[config.mk]
export PLATFORM = sky130hd
export DESIGN_NAME = uart_frame_parser
export DESIGN_NICKNAME = d
export VERILOG_FILES = /design/src/rtl/uart_frame_pkg.sv /design/src/rtl/uart_frame_buf.sv /design/src/rtl/uart_frame_parser.sv
export SDC_FILE = /design/constraint.sdc
export NUM_CORES = 1
export LEC_CHECK = 0
export BUFFER_PORTS_ARGS = -buffer_cell sky130_fd_sc_hd__buf_4
export CORE_ASPECT_RATIO = 0.75
export CORE_MARGIN = 3
export CORE_UTILIZATION = 40
export DETAILED_ROUTE_END_ITERATION = 10
export PLACE_DENSITY = 0.61
export SETUP_SLACK_MARGIN = 0.05
export SLEW_MARGIN = 10
export SYNTH_ARGS = -nofsm -noshare
export SYNTH_HDL_FRONTEND = slang
export SYNTH_SLANG_ARGS = --single-unit
[constraint.sdc]
create_clock -name i_clk -period 6.6 [get_ports i_clk]
set_input_delay 0.66 -clock i_clk [delete_from_list [all_inputs] [get_ports i_clk]]
set_output_delay 0.66 -clock i_clk [all_outputs]
set_load 0.02 [all_outputs]
[src/rtl/uart_frame_pkg.sv]
// Shared constants and state encoding for the UART framing stage.
package uart_frame_pkg;

    localparam logic [7:0] SYNC_BYTE = 8'hAA;
    localparam logic [7:0] ACK_BYTE  = 8'h06;
    localparam logic [7:0] NAK_BYTE  = 8'h15;

    typedef enum logic [2:0] {
        ST_IDLE,
        ST_LEN,
        ST_PAYLOAD,
        ST_CHK,
        ST_RESP,
        ST_DRAIN
    } state_t;

endpackage

[src/rtl/uart_frame_buf.sv]
// Payload store: one synchronous write port, one combinational read port.
module uart_frame_buf #(
    parameter int DEPTH = 16,
    parameter int AW    = 4
) (
    input  logic          i_clk,
    input  logic          i_we,
    input  logic [AW-1:0] i_wr_addr,
    input  logic [7:0]    i_wr_data,
    input  logic [AW-1:0] i_rd_addr,
    output logic [7:0]    o_rd_data
);

    logic [7:0] mem [DEPTH];

    always_ff @(posedge i_clk) begin
        if (i_we) begin
            mem[i_wr_addr] <= i_wr_data;
        end
    end

    assign o_rd_data = mem[i_rd_addr];

endmodule

[src/rtl/uart_frame_parser.sv]
// Frames received bytes (AA, LEN, payload, XOR checksum), answers ACK/NAK,
// then streams the validated payload over valid/ready.
module uart_frame_parser
    import uart_frame_pkg::*;
#(
    parameter int CLK_FREQ_HZ   = 50_000_000,
    parameter int BAUD_RATE     = 115200,
    parameter int MAX_LEN       = 16,
    parameter int TIMEOUT_BYTES = 4
) (
    input  logic       i_clk,
    input  logic       i_rst_n,
    input  logic       i_rx_dv,
    input  logic [7:0] i_rx_byte,
    input  logic       i_tx_active,
    output logic       o_tx_dv,
    output logic [7:0] o_tx_byte,
    output logic       o_pl_valid,
    output logic [7:0] o_pl_data,
    output logic       o_pl_last,
    input  logic       i_pl_ready,
    output logic [7:0] o_err_cnt
);

    localparam int CLKS_PER_BIT = CLK_FREQ_HZ / BAUD_RATE;
    localparam int TIMEOUT_CYC  = TIMEOUT_BYTES * 10 * CLKS_PER_BIT;
    localparam int TMR_W        = $clog2(TIMEOUT_CYC + 1);
    localparam int IDX_W        = (MAX_LEN > 1) ? $clog2(MAX_LEN) : 1;
    localparam logic [7:0]       MAX_LEN_B = 8'(MAX_LEN);
    localparam logic [TMR_W-1:0] TMR_LAST  = TMR_W'(TIMEOUT_CYC - 1);

    state_t           state_reg;
    logic [7:0]       len_reg;
    logic [7:0]       xor_reg;
    logic [7:0]       idx_reg;
    logic [7:0]       rd_idx_reg;
    logic [TMR_W-1:0] timer_reg;
    logic [7:0]       err_reg;
    logic             tx_dv_reg;
    logic [7:0]       tx_byte_reg;
    logic             pl_valid_reg;
    logic             ack_reg;

    logic       in_frame;
    logic       timeout_hit;
    logic       bad_len;
    logic       bad_chk;
    logic       dropped;
    logic       err_event;
    logic       last_beat;
    logic       buf_we;
    logic [7:0] buf_rd_data;

    always_comb begin
        in_frame    = (state_reg == ST_LEN) || (state_reg == ST_PAYLOAD) || (state_reg == ST_CHK);
        // An arriving byte always beats an expiring timer.
        timeout_hit = in_frame && !i_rx_dv && (timer_reg == TMR_LAST);
        bad_len     = (state_reg == ST_LEN) && i_rx_dv &&
                      ((i_rx_byte == 8'd0) || (i_rx_byte > MAX_LEN_B));
        bad_chk     = (state_reg == ST_CHK) && i_rx_dv && (i_rx_byte != xor_reg);
        dropped     = ((state_reg == ST_RESP) || (state_reg == ST_DRAIN)) && i_rx_dv;
        err_event   = timeout_hit || bad_len || bad_chk || dropped;
        last_beat   = (rd_idx_reg == len_reg - 8'd1);
        buf_we      = (state_reg == ST_PAYLOAD) && i_rx_dv;
    end

    uart_frame_buf #(
        .DEPTH (MAX_LEN),
        .AW    (IDX_W)
    ) u_buf (
        .i_clk     (i_clk),
        .i_we      (buf_we),
        .i_wr_addr (idx_reg[IDX_W-1:0]),
        .i_wr_data (i_rx_byte),
        .i_rd_addr (rd_idx_reg[IDX_W-1:0]),
        .o_rd_data (buf_rd_data)
    );

    always_ff @(posedge i_clk or negedge i_rst_n) begin
        if (!i_rst_n) begin
            state_reg    <= ST_IDLE;
            len_reg      <= 8'd0;
            xor_reg      <= 8'd0;
            idx_reg      <= 8'd0;
            rd_idx_reg   <= 8'd0;
            timer_reg    <= '0;
            err_reg      <= 8'd0;
            tx_dv_reg    <= 1'b0;
            tx_byte_reg  <= 8'd0;
            pl_valid_reg <= 1'b0;
            ack_reg      <= 1'b0;
        end else begin
            tx_dv_reg <= 1'b0;
            if (err_event && (err_reg != 8'hFF)) begin
                err_reg <= err_reg + 8'd1;
            end
            if (in_frame) begin
                if (i_rx_dv || timeout_hit) begin
                    timer_reg <= '0;
                end else begin
                    timer_reg <= timer_reg + 1'b1;
                end
                if (timeout_hit) begin
                    state_reg <= ST_IDLE;
                end
            end else begin
                timer_reg <= '0;
            end

            case (state_reg)
                ST_IDLE: begin
                    if (i_rx_dv && (i_rx_byte == SYNC_BYTE)) begin
                        state_reg <= ST_LEN;
                    end
                end
                ST_LEN: begin
                    if (i_rx_dv) begin
                        len_reg <= i_rx_byte;
                        xor_reg <= i_rx_byte;
                        idx_reg <= 8'd0;
                        if (bad_len) begin
                            ack_reg <= 1'b0;
                            // Respond right away when the transmitter is free.
                            if (!i_tx_active) begin
                                tx_dv_reg   <= 1'b1;
                                tx_byte_reg <= NAK_BYTE;
                                state_reg   <= ST_IDLE;
                            end else begin
                                state_reg   <= ST_RESP;
                            end
                        end else begin
                            state_reg <= ST_PAYLOAD;
                        end
                    end
                end
                ST_PAYLOAD: begin
                    if (i_rx_dv) begin
                        xor_reg <= xor_reg ^ i_rx_byte;
                        idx_reg <= idx_reg + 8'd1;
                        if (idx_reg + 8'd1 == len_reg) begin
                            state_reg <= ST_CHK;
                        end
                    end
                end
                ST_CHK: begin
                    if (i_rx_dv) begin
                        ack_reg    <= !bad_chk;
                        rd_idx_reg <= 8'd0;
                        if (!i_tx_active) begin
                            tx_dv_reg   <= 1'b1;
                            tx_byte_reg <= bad_chk ? NAK_BYTE : ACK_BYTE;
                            state_reg   <= bad_chk ? ST_IDLE : ST_DRAIN;
                        end else begin
                            state_reg   <= ST_RESP;
                        end
                    end
                end
                ST_RESP: begin
                    if (!i_tx_active) begin
                        tx_dv_reg   <= 1'b1;
                        tx_byte_reg <= ack_reg ? ACK_BYTE : NAK_BYTE;
                        state_reg   <= ack_reg ? ST_DRAIN : ST_IDLE;
                    end
                end
                ST_DRAIN: begin
                    // First DRAIN cycle only raises valid, so it trails the ACK pulse.
                    if (!pl_valid_reg) begin
                        pl_valid_reg <= 1'b1;
                    end else if (i_pl_ready) begin
                        if (last_beat) begin
                            pl_valid_reg <= 1'b0;
                            state_reg    <= ST_IDLE;
                        end else begin
                            rd_idx_reg <= rd_idx_reg + 8'd1;
                        end
                    end
                end
                default: state_reg <= ST_IDLE;
            endcase
        end
    end

    assign o_tx_dv    = tx_dv_reg;
    assign o_tx_byte  = tx_byte_reg;
    assign o_pl_valid = pl_valid_reg;
    assign o_pl_data  = pl_valid_reg ? buf_rd_data : 8'd0;
    assign o_pl_last  = pl_valid_reg && last_beat;
    assign o_err_cnt  = err_reg;

endmodule
* Word level (Yosys, flattened, before mapping) *
Memory sizes are Yosys's and may differ from the RTL's.
Index checks and enable logic that the tools add are counted.

cells by class
  $add $sub $neg = 5
  multipliers = 0
  divide/modulo/power cells = 0
  order comparisons = 1
  equality and inequality tests = 21
  shift-type cells = 0
  multiplexer cells = 53
  bitwise operators = 1
  reduce and logical (&&, ||, !) cells = 32

operators with widths
  kind                                                                   number
  8-bit 2-to-1 mux                                                       14
  3-bit 2-to-1 mux                                                       16
  8-bit case mux with 2 select lines                                     3
  15-bit 2-to-1 mux                                                      2
  8-bit by 1-bit adder with 8-bit output, second input constant          3
  8-bit case mux with 3 select lines                                     1
  2-bit inequality test, second input constant                           10
  3-bit case mux with 6 select lines                                     1
  8-bit equality test                                                    2
  15-bit by 1-bit adder with 15-bit output, second input constant        1
  15-bit equality test, second input constant                            1
  1-bit 2-to-1 mux                                                       12
  1-bit logical AND                                                      11
  5-bit 2-to-1 mux                                                       2
  8-bit equality test, second input constant                             1
  8-bit by 5-bit > comparator with 1-bit output, second input constant   1
  8-bit zero test                                                        1
  1-bit logical OR                                                       8
  8-bit inequality test                                                  1
  8-bit inequality test, second input constant                           1
  8-bit by 1-bit subtractor with 8-bit output, second input constant     1
  8-bit XOR                                                              1
  7-bit AND reduction                                                    1
  3-bit by 2-bit equality test with 1-bit output, second input constant  2
  other kinds (12)                                                       16

storage, ports and cells
  register bits after elaboration = 69
  bits in latches = 0
  RAM bits = 128
  ROM bits = 0
  input bits = 13
  logic and storage cells = 125
  memories kept = 1

memories
  memory     words  width  rd ports  clocked after memory_dff  wr ports  RTL line              RTL
  u_buf.mem  16     8      1         0                         1         uart_frame_buf.sv:14  logic [7:0] mem [DEPTH];

* Longest topological paths before layout *
Gate-level depths: netlist (run 1).

  word-level depth = 11
  gate-level depth with buffers = 9
  depth with buffers taken out = 8

* Hierarchy *
A second synthesis (run 1) with hierarchy kept.

unflattened totals
  cell total of the unflattened synthesis = 679
  area, all modules = 8,976.1 um^2

by module, submodules not included
  module             instances  cells each  area an instance (um^2)  sequential area each (um^2)
  uart_frame_buf     1          221         4,987.3                  3,843.7
  uart_frame_parser  1          458         3,988.8                  1,601.5

* Worst setup path after synthesis (run 1) *
Ideal clock, no wire load.

  path type = reg-to-output
  start = register rd_idx_reg[0]
  end = output o_pl_data[2]
  data arrival time = 2,461 ps
  setup slack = 3,479 ps
  stages on the path, launching flop included = 6
  buffers on the path = 2
  cell sequence = dfrtp_1 -> buf_1 -> clkbuf_1 -> mux4_2 -> mux4_2 -> and2_1

on the way
  cells in the longest elaborated chain, start to end = 2

ends and longest elaborated chain
  item                      RTL line                  RTL
  start: declaration        uart_frame_parser.sv:36   logic [7:0] rd_idx_reg;
  start signal: assignment  uart_frame_parser.sv:174  rd_idx_reg <= rd_idx_reg + 8'd1;
  memory read 16 x 8 bit    n/a
  8-bit 2-to-1 mux          uart_frame_parser.sv:186  assign o_pl_data = pl_valid_reg ? buf_rd_data : 8'd0;
  end: declaration          uart_frame_parser.sv:19   output logic [7:0] o_pl_data,

No other way between the ends.

* Worst setup path after layout (run 1) *
  start = register rd_idx_reg[0]
  end = output o_pl_data[5]

Same word-level chain as after synthesis.

==> summary.txt, run 1 <==
ROUTING
----------------------------------------------------------------------------
Met1 wire length                                                     8710 um
Amount of wire on met3 after detailed routing                         899 um
DR WL/cell                                                           20.1 um
Number of design rule violations left after detail routing                 0
Antenna-violating nets left                                                0
Wirelength, routed                                                  18400 um
Drt first pass iters                                                       5
Metal2 WL                                                            8590 um
Highest routing layer actually used                                     met4
Via Count                                                               5068
Via-per-instance ratio                                                  5.54
Number of DRC markers in iteration 0                                     498

SYNTH
----------------------------------------------------------------------------
Share of the synthesized area in the top cell type                     0.445
Post-synthesis cell count                                                597
Async S/R FF share, synth                                              0.333
Mapped Avg Cell Area                                               14.5 um^2
Area contributors post-synth                                    edfxtp_1, dfrtp_1, mux4_2, xnor2_1, xor2_1
Synth warn                                                                 0
Proportion of synthesized chip area in sequential cells                0.631
Seq cells post-synth                                                     192
Leading area contributor after synthesis                            edfxtp_1
Post-Syn Area                                                      8630 um^2
Synth Flop Type                                                     edfxtp_1
Unique masters post-synth                                                 56
Number of flops mapped to enable cells by yosys                          128

WORST SETUP PATH
----------------------------------------------------------------------------
Top cell family by delay on the critical path                   multiplexers
Worst path required time                                             5.94 ns
Crit end category                                                 output pin
Critical Path Start Type                                            register
Buffers & Inverters on Critical Path                                       2
Crit path DAT                                                        2.81 ns
Maximum fanout along the worst path                                       39
Worst setup path class                                            reg -> out
Critical path's slowest cell                                          mux4_2
Crit-path cells                                                 buf_4 -> mux4_2 -> mux4_2 -> and2_1 -> buf_4
Slowest Stage Delay on Critical Path                                 0.59 ns

LAYOUT
----------------------------------------------------------------------------
Number of flip-flops under the largest register name                     128
Layout cell share with drive strength beyond 1                         0.201
Diode insertion count for antenna repair                                   0
Total number of nets in the final design                                 641
Growth of design area from synthesis to finish                         12.3%

STA
----------------------------------------------------------------------------
Hold Fails Final Rpt                                                       0
RSZ-0062 raised after global routing                                      no
Worst-case clock skew                                              0.0107 ns
Slew of the pin with the lowest slew margin                         0.937 ns
Upper clock frequency limit                                          288 MHz
Number of failing setup endpoints in the final timing report               0
Count of pins over their slew limit                                        0
Final worst hold slack                                              0.323 ns
Aggregate negative setup slack                                          0 ns
Ratio of final minimum period to clock period                          0.525
Fin crit period                                                      3.47 ns
Remaining max-slew budget at the tightest pin                          0.373

JOB
----------------------------------------------------------------------------
# Max-Cap Violations                                                       0

GLOBAL ROUTE
----------------------------------------------------------------------------
Remaining global-route overflow                                            0
Number of global-route vias before repair                               5049
GRT Total Usage                                                        0.162
Maximum number of pins on one net before global-route repair              65
Global-route wire length before repair                              28900 um
Antenna violations before repair                                           0

DIE
----------------------------------------------------------------------------
Initial cell density of the core                                       0.417
Std-Cell Core Area                                                20700 um^2
Floorplan die width                                                   176 um
Full die area                                                     23400 um^2
Overall die height                                                    133 um
Cell row count                                                            45
Top Ports                                                                 40

PLACE
----------------------------------------------------------------------------
Count of input and output buffers                                         35
Placed wire-length estimate after detailed placement                11600 um
Final Wtd Congestion                                                   0.802

CLOCK NETWORK
----------------------------------------------------------------------------
Maximum count of clock buffers along a single path                         2
Skew-Pair Late Insertion Delay                                       0.43 ns
Number of levels in the clock H-tree                                       4
Quantity of gates resized following cts                                    0
# hold bufs at CTS                                                         0
Number of buffers created by CTS                                          17
Total number of clock tree sinks                                         192
Clock tree from TritonCTS                                               done
Cell at the root of the clock tree                                 clkbuf_16
Post-CTS Setup Repair Bufs                                                 0
Clock-pin transition on the worst setup and hold timing paths        0.07 ns

POWER
----------------------------------------------------------------------------
VDD IR-drop max                                                   0.000156 V
Power per cell area                                              382 nW/um^2
Leakage                                                              3.43 nW

HOLD PATH
----------------------------------------------------------------------------
Worst hold-check path type                                       in -> async

OUTCOME
----------------------------------------------------------------------------
Result of the run                                                  completed

[where the power goes]
group | switching, mW | internal, mW | leakage, nW
registers | 0.191 | 1.41 | 1.98
logic | 0.548 | 0.549 | 1.17
clock network | 0.473 | 0.536 | 0.281
total | 1.21 | 2.50 | 3.43
[through the flow]
step                      power [mW]  worst slack (ns)  std cells   util  area, um^2
final                           3.71              3.13        915  0.468        9700
after global placement          2.71              3.56        883  0.440        9120
after floorplan                 2.40              3.48        600      -        8640
after detailed placement        2.74              3.54        883  0.440        9120
after CTS                       3.75              3.07        915  0.468        9700
after global routing            3.91              2.95        915  0.468        9700
[area by class of cell]
cell class | instances | area, um^2
multi-input cells | 361 | 2990
fillers | 1793 | 11000
well taps | 282 | 353
clock inverters | 14 | 154
clock buffers | 18 | 429
inverters | 10 | 37.5
flip-flops and latches | 192 | 5450
repair buffers | 38 | 285
[final timing paths]
kind                                    to  cells after the start  slack (ns)     startpoint
min reg2reg                   o_tx_byte[2]                      1        0.49   o_tx_byte[2]
min                          rd_idx_reg[7]                      1        0.32        i_rst_n
min in group i_clk            timer_reg[2]                      2        0.43        i_rx_dv
max in group asynchronous    rd_idx_reg[0]                      1        5.72        i_rst_n
max                           o_pl_data[5]                      5        3.13  rd_idx_reg[0]
max reg2reg                u_buf.mem[4][2]                      4        3.69   state_reg[2]
[placed cells by master (no fill, tap or decap), drive strengths merged, types with 15 or more instances in the layout]
cell and count:
nor2 32, buf 38, and2 24, nand3 24, o21ai 22, edfxtp 128, clkbuf 18, nand2 29
mux4 40, dfrtp 64, and3 15, xnor2 35, a21oi 20, inv 15, xor2 18
[routing by layer]
layer / GRT usage / vias to the layer above
met5: 0 / -
met4: 0.0422 / 0
met3: 0.0353 / 15
met2: 0.243 / 137
met1: 0.240 / 2621
li1: - / 2295
[cells by family after synthesis]
kind of cell	synth area share
buffers and inverters	0.0238
AOI/OAI and AO/OA	0.0517
xor gates and xnor gates	0.0538
adders and majority gates	0.0116
DFF	0.631
other	0.000434
and+or+nand+nor	0.112
muxes	0.116
[Yosys cell counts, drive strengths merged, types with 3 or more instances]
library cell and instances:
nor4 5, a21oi 20, nand3 24, o31ai 3, buf 11, xor2 18, dfrtp 64, and2 24
nand4 13, xnor2 35, nor3b 4, a31o 3, nand2b 7, ha 8, or4 5, nor2b 3
nor3 8, o21ai 22, nand2 29, clkbuf 26, o211ai 3, mux4 40, mux2 7, nor2 32
edfxtp 128, inv 10, and3 15
[worst reg2reg max path: stages (launching register included)]
cell and delay (ns):
dfrtp_1 0.55, nor2b_1 0.33, nand3b_1 0.49, nor3b_1 0.54, and2_1 0.63
Power figures use the tool's default switching activity.
==> run 2: changes to the inputs <==
ABC_AREA = 1   (was not set)
PLACE_DENSITY = 0.63   (was 0.61)
clock period = 3.1 ns   (was 6.6 ns; I/O delays follow)
==> summary.txt, run 2 <==
OUTCOME
----------------------------------------------------------------------------
Result of the run                                               complete, but fails checks
Violated checks                                                 negative hold slack

WORST SETUP PATH
----------------------------------------------------------------------------
Most repeated library cell on the critical path                        buf_4
Internal reg-to-reg setup slack                                      0.86 ns
Buffers & Inverters on Critical Path                                       2
Top cell family by delay on the critical path                   buffers and inverters
Crit-path cells                                                 buf_4 -> o21ai_0 -> o221ai_1 -> nand3_1 -> a31oi_1 -> buf_4
Slowest Stage Delay on Critical Path                                 0.54 ns
Crit path DAT                                                        2.45 ns
Crit end category                                                 output pin
Critical Path Start Type                                            register
Maximum fanout along the worst path                                       69
Worst path required time                                             2.79 ns
Worst setup path class                                            reg -> out
Critical path's slowest cell                                           buf_4

STA
----------------------------------------------------------------------------
Aggregate negative setup slack                                          0 ns
Count of pins over their slew limit                                        0
Ratio of final minimum period to clock period                          0.891
RSZ-0062 raised after global routing                                      no
Hold Fails Final Rpt                                                      64
Post-layout worst setup margin                                      0.339 ns
Upper clock frequency limit                                          362 MHz
Remaining max-slew budget at the tightest pin                          0.453
Number of failing setup endpoints in the final timing report               0
Final worst hold slack                                            -0.0337 ns
Slew of the pin with the lowest slew margin                         0.821 ns
Fin crit period                                                      2.76 ns
Worst-case clock skew                                              0.0120 ns

DIE
----------------------------------------------------------------------------
Full die area                                                     24100 um^2
Overall die height                                                    135 um
Cell row count                                                            46
Std-Cell Core Area                                                21500 um^2
Top Ports                                                                 40
Floorplan die width                                                   178 um
Initial cell density of the core                                       0.414

CLOCK NETWORK
----------------------------------------------------------------------------
Total number of clock tree sinks                                         192
Skew-Pair Late Insertion Delay                                       0.45 ns
Number of levels in the clock H-tree                                       4
# hold bufs at CTS                                                         0
Clock tree from TritonCTS                                               done
Quantity of gates resized following cts                                    0
Maximum count of clock buffers along a single path                         2
Number of buffers created by CTS                                          17
Clock-pin transition on the worst setup and hold timing paths        0.07 ns
Post-CTS Setup Repair Bufs                                                 0
Cell at the root of the clock tree                                 clkbuf_16

POWER
----------------------------------------------------------------------------
Internal portion of total power                                      4.74 mW
Net switching power figure                                           2.59 mW
Logic pwr share                                                        0.254
Sw frac                                                                0.353
Fraction of power consumed by sequential logic                         0.426
Power per cell area                                              721 nW/um^2
Clock network fraction of total power                                  0.320
VDD IR-drop max                                                   0.000421 V
Leakage                                                              3.96 nW
Total chip power                                                     7.33 mW

LAYOUT
----------------------------------------------------------------------------
Growth of design area from synthesis to finish                         13.9%
Total non-filler cell area in the finished layout                 10200 um^2
Diode insertion count for antenna repair                                   0
Most common cell after layout, fill and taps aside                   nand2_1
Commonest cells after routing, fill and taps aside              nand2_1, nor2_1, edfxtp_1
Total number of nets in the final design                                 976
Number of flip-flops under the largest register name                     128
Fill cell total of the finished layout                                  2009
Layout cell share with drive strength beyond 1                         0.103

ROUTING
----------------------------------------------------------------------------
Via-per-instance ratio                                                  5.32
Drt first pass iters                                                       5
Via Count                                                               6681
Wirelength, routed                                                  21700 um
Number of DRC markers in iteration 0                                     560
Number of design rule violations left after detail routing                 0
DR WL/cell                                                           17.2 um
Antenna-violating nets left                                                0

HOLD PATH
----------------------------------------------------------------------------
Worst hold-check path type                                       in -> async

SYNTH
----------------------------------------------------------------------------
Leading area contributor after synthesis                            edfxtp_1
Unique masters post-synth                                                 39
Most common cell in the synthesized netlist                          nand2_1
Async S/R FF share, synth                                              0.333
Post-synthesis cell count                                                916
Mapped Avg Cell Area                                               9.73 um^2
Synth warn                                                                 0
Share of the synthesized area in the top cell type                     0.431
Area contributors post-synth                                    edfxtp_1, dfrtp_1, nand2_1, nor2_1, o21ai_0
Proportion of synthesized chip area in sequential cells                0.611
Seq cells post-synth                                                     192
Synth Flop Type                                                     edfxtp_1
Post-Syn Area                                                      8920 um^2
Number of flops mapped to enable cells by yosys                          128
Most instantiated cells after synthesis                         nand2_1, nor2_1, edfxtp_1

GLOBAL ROUTE
----------------------------------------------------------------------------
Global-route wire length before repair                              33900 um
Antenna violations before repair                                           0
Remaining global-route overflow                                            0
Maximum number of pins on one net before global-route repair              70
GRT Total Usage                                                        0.184
Number of global-route vias before repair                               6131

PLACE
----------------------------------------------------------------------------
Count of input and output buffers                                         35
Placed wire-length estimate after detailed placement                14000 um
Cell area reported after detailed placement                        9510 um^2
Worst setup slack before clock tree synthesis                       0.836 ns
Final Wtd Congestion                                                   0.857

JOB
----------------------------------------------------------------------------
# Max-Cap Violations                                                       0

-- run 2: changes by cell type in the layout (fill, tap and decap cells not counted), sizes merged, moves of 10 or more --
| cell | change |
|---|---|
| and3 | -13 |
| and2 | -24 |
| nand2 | +167 |
| nand3 | +33 |
| a21oi | -10 |
| xnor2 | -23 |
| inv | +57 |
| buf | +13 |
| o221ai | +11 |
| mux4 | -40 |
| nor2 | +105 |
| o21ai | +74 |
| o22ai | +26 |
-- run 2: power by group through the flow --
stage          logic, mW  registers, mW  clock network (mW)
2_1_floorplan       1.24           3.17                   0
3_3_place_gp        1.81           3.17                   0
3_5_place_dp        1.84           3.17                   0
4_1_cts             1.86           3.12                2.37
5_1_grt             2.10           3.15                2.47
6_report            1.86           3.12                2.34
-- run 2: logic make-up (layout without fill, tap and decap cells) --
family / count (synthesis) / in the layout / share of synthesized area
xor gates and xnor gates: 29 / 29 / 0.0285
buffers and inverters: 99 / 148 / 0.0453
other: 1 / 4 / 0.000421
adders and majority gates: 8 / 8 / 0.0112
AOI/OAI and AO/OA: 163 / 163 / 0.104
DFF: 192 / 192 / 0.611
and+or+nand+nor: 424 / 424 / 0.200
-- run 2: area by class of cell --
cell class	count	area (um^2)	share of cell area
inverter	65	244	0.0240
clock buffer	17	425	0.0419
timing repair buffer	51	383	0.0377
multi-input combinational	628	3080	0.303
tap	288	360	0.0355
clock inverter	15	220	0.0217
sequential	192	5450	0.536
-- run 2: through the flow --
step	utilization	std cells
2_1_floorplan	-	919
3_3_place_gp	0.442	1224
3_5_place_dp	0.442	1224
4_1_cts	0.472	1256
5_1_grt	0.472	1256
6_report	0.472	1256
-- run 2: path summary, 6_finish.rpt --
path,from,end,cells after the start
max,rd_idx_reg[0],o_pl_data[0],6
min,i_rst_n,timer_reg[10],1
max reg2reg,state_reg[2],u_buf.mem[12][4],6
min reg2reg,timer_reg[0],timer_reg[0],1
max in group asynchronous,i_rst_n,rd_idx_reg[0],1
min in group i_clk,i_tx_active,state_reg[2],3
-- run 2: routing by layer --
layer | global-route usage | wire length (um) | up-vias
li1 | - | - | 3233
met2 | 0.257 | 9390 | 257
met5 | 0 | 0 | -
met3 | 0.0350 | 1640 | 30
met1 | 0.286 | 10200 | 3161
met4 | 0.0571 | 416 | 0
==> run 3: changes to the inputs <==
CORE_MARGIN = 1   (was 3)
==> summary.txt, run 3 (synthesized netlist as in run 2, its figures left out) <==
CLOCK NETWORK
----------------------------------------------------------------------------
Number of buffers created by CTS                                          17
Maximum count of clock buffers along a single path                         2
Post-CTS Setup Repair Bufs                                                 0
Clock tree from TritonCTS                                               done
Skew-Pair Late Insertion Delay                                       0.45 ns
# hold bufs at CTS                                                         0
Total number of clock tree sinks                                         192
Clock-pin transition on the worst setup and hold timing paths        0.08 ns
Number of levels in the clock H-tree                                       4
Quantity of gates resized following cts                                    0
Cell at the root of the clock tree                                 clkbuf_16

WORST SETUP PATH
----------------------------------------------------------------------------
Worst setup path class                                            reg -> out
Crit-path cells                                                 buf_4 -> o21ai_0 -> o221ai_1 -> nand3_1 -> a31oi_1 -> buf_4
Slowest Stage Delay on Critical Path                                 0.52 ns
Worst r2r path cells                                                       6
Buffers & Inverters on Critical Path                                       2
Internal reg-to-reg setup slack                                      0.89 ns
Maximum fanout along the worst path                                       69
Critical Path Start Type                                            register
Path length in cells of the critical path                                  6
Reg2Reg Launch Point                                            state_reg[2]
Crit path DAT                                                        2.50 ns
Crit end category                                                 output pin
Top cell family by delay on the critical path                   compound AO/OA/AOI/OAI gates
Critical path's slowest cell                                           buf_4
Worst path required time                                             2.79 ns
Most repeated library cell on the critical path                        buf_4
RR Endpoint                                                     u_buf.mem[8][1]

ROUTING
----------------------------------------------------------------------------
Wirelength, routed                                                  21400 um
Via-per-instance ratio                                                  5.28
Via Count                                                               6648
DR WL/cell                                                           17.0 um
Drt first pass iters                                                       5
Number of design rule violations left after detail routing                 0
Number of DRC markers in iteration 0                                     754
Antenna-violating nets left                                                0

JOB
----------------------------------------------------------------------------
# Max-Cap Violations                                                       0

LAYOUT
----------------------------------------------------------------------------
Growth of design area from synthesis to finish                         13.4%
Commonest cells after routing, fill and taps aside              nand2_1, nor2_1, edfxtp_1
Fill cell total of the finished layout                                  1954
Total number of nets in the final design                                 978
Diode insertion count for antenna repair                                   0
Most common cell after layout, fill and taps aside                   nand2_1
Number of flip-flops under the largest register name                     128
Layout cell share with drive strength beyond 1                         0.104

GLOBAL ROUTE
----------------------------------------------------------------------------
Antenna violations before repair                                           0
GRT Total Usage                                                        0.192
Fraction of met2 tracks used by global routing                         0.263
Highest-utilization routing layer at the global route stage             met1
Number of global-route vias before repair                               6030
Global-route wire length before repair                              33800 um
Fraction of met1 tracks used by global routing                         0.300
Grt met3 use                                                          0.0388
Remaining global-route overflow                                            0
Maximum number of pins on one net before global-route repair              70

POWER
----------------------------------------------------------------------------
Leakage                                                              3.94 nW
VDD IR-drop max                                                   0.000325 V
Total chip power                                                     7.16 mW
Power per cell area                                              708 nW/um^2

DIE
----------------------------------------------------------------------------
Floorplan die width                                                   174 um
Cell row count                                                            46
Overall die height                                                    131 um
Top Ports                                                                 40
Initial cell density of the core                                       0.415
Std-Cell Core Area                                                21500 um^2
Full die area                                                     22900 um^2

STA
----------------------------------------------------------------------------
Ratio of final minimum period to clock period                          0.906
Final worst hold slack                                            -0.0459 ns
Fin crit period                                                      2.81 ns
Slew of the pin with the lowest slew margin                         0.828 ns
Hold Fails Final Rpt                                                      43
RSZ-0062 raised after global routing                                      no
Count of pins over their slew limit                                        0
Number of failing setup endpoints in the final timing report               0
Upper clock frequency limit                                          356 MHz
Aggregate negative setup slack                                          0 ns
Worst-case clock skew                                              0.0158 ns
Remaining max-slew budget at the tightest pin                          0.448

HOLD PATH
----------------------------------------------------------------------------
Worst hold-check path type                                       in -> async

OUTCOME
----------------------------------------------------------------------------
Result of the run                                               complete, but fails checks
Violated checks                                                 negative hold slack

PLACE
----------------------------------------------------------------------------
Final Wtd Congestion                                                   0.854
Placed wire-length estimate after detailed placement                14200 um
Count of input and output buffers                                         35

-- run 3: changes by cell type in the layout (fill, tap and decap cells not counted), sizes merged --
cell,previous run,this run
buf,51,53
inv,72,71
bufinv,1,0
clkinvlp,0,1
clkbuf,17,18
-- run 3: final cells by class --
cell class              instances  area (um^2)  share of cell area
multi-input cells             628         3080               0.304
clock buffers                  18          429              0.0424
inverters                      65          244              0.0241
repair buffers                 53          398              0.0393
clock inverters                14          159              0.0157
flip-flops and latches        192         5450               0.538
well taps                     288          360              0.0356
-- run 3: worst max-delay path by stage --
stage / from / endpoint / slack (ns)
finish: rd_idx_reg[0] / o_pl_data[0] / 0.29
global route: rd_idx_reg[0] / o_pl_data[0] / 0.18
CTS: rd_idx_reg[0] / o_pl_data[0] / 0.27
detailed placement: rd_idx_reg[0] / o_pl_data[0] / 0.85
global placement: rd_idx_reg[0] / o_pl_data[0] / 0.87
floorplan: state_reg[2] / u_buf.mem[7][0] / 0.97
-- run 3: metrics by stage --
| stage | cell area [um^2] | hold WS (ns) | std cells | utilization | worst slack [ns] |
|---|---|---|---|---|---|
| after floorplan | 8930 | 0.0144 | 919 | - | 0.966 |
| after detailed placement | 9530 | 0.447 | 1226 | 0.444 | 0.851 |
| after global placement | 9530 | 0.445 | 1226 | 0.444 | 0.866 |
| after global routing | 10100 | 0.0267 | 1258 | 0.471 | 0.178 |
| final | 10100 | -0.0459 | 1258 | 0.471 | 0.291 |
| after CTS | 10100 | 0.00554 | 1258 | 0.471 | 0.274 |
-- run 3: routing by layer --
metal | share of wire | vias to the layer above | wire, um
met5 | 0 | - | 0
met4 | 0.014 | 0 | 307
met3 | 0.077 | 29 | 1640
met2 | 0.42 | 240 | 8970
met1 | 0.49 | 3156 | 10500
li1 | - | 3223 | -
-- run 3: report_power, final --
group	leakage [nW]	switching [mW]	total [mW]	internal, mW
combinational	1.67	1.23	1.84	0.616
sequential	1.99	0.207	3.13	2.92
clock	0.285	1.10	2.18	1.09
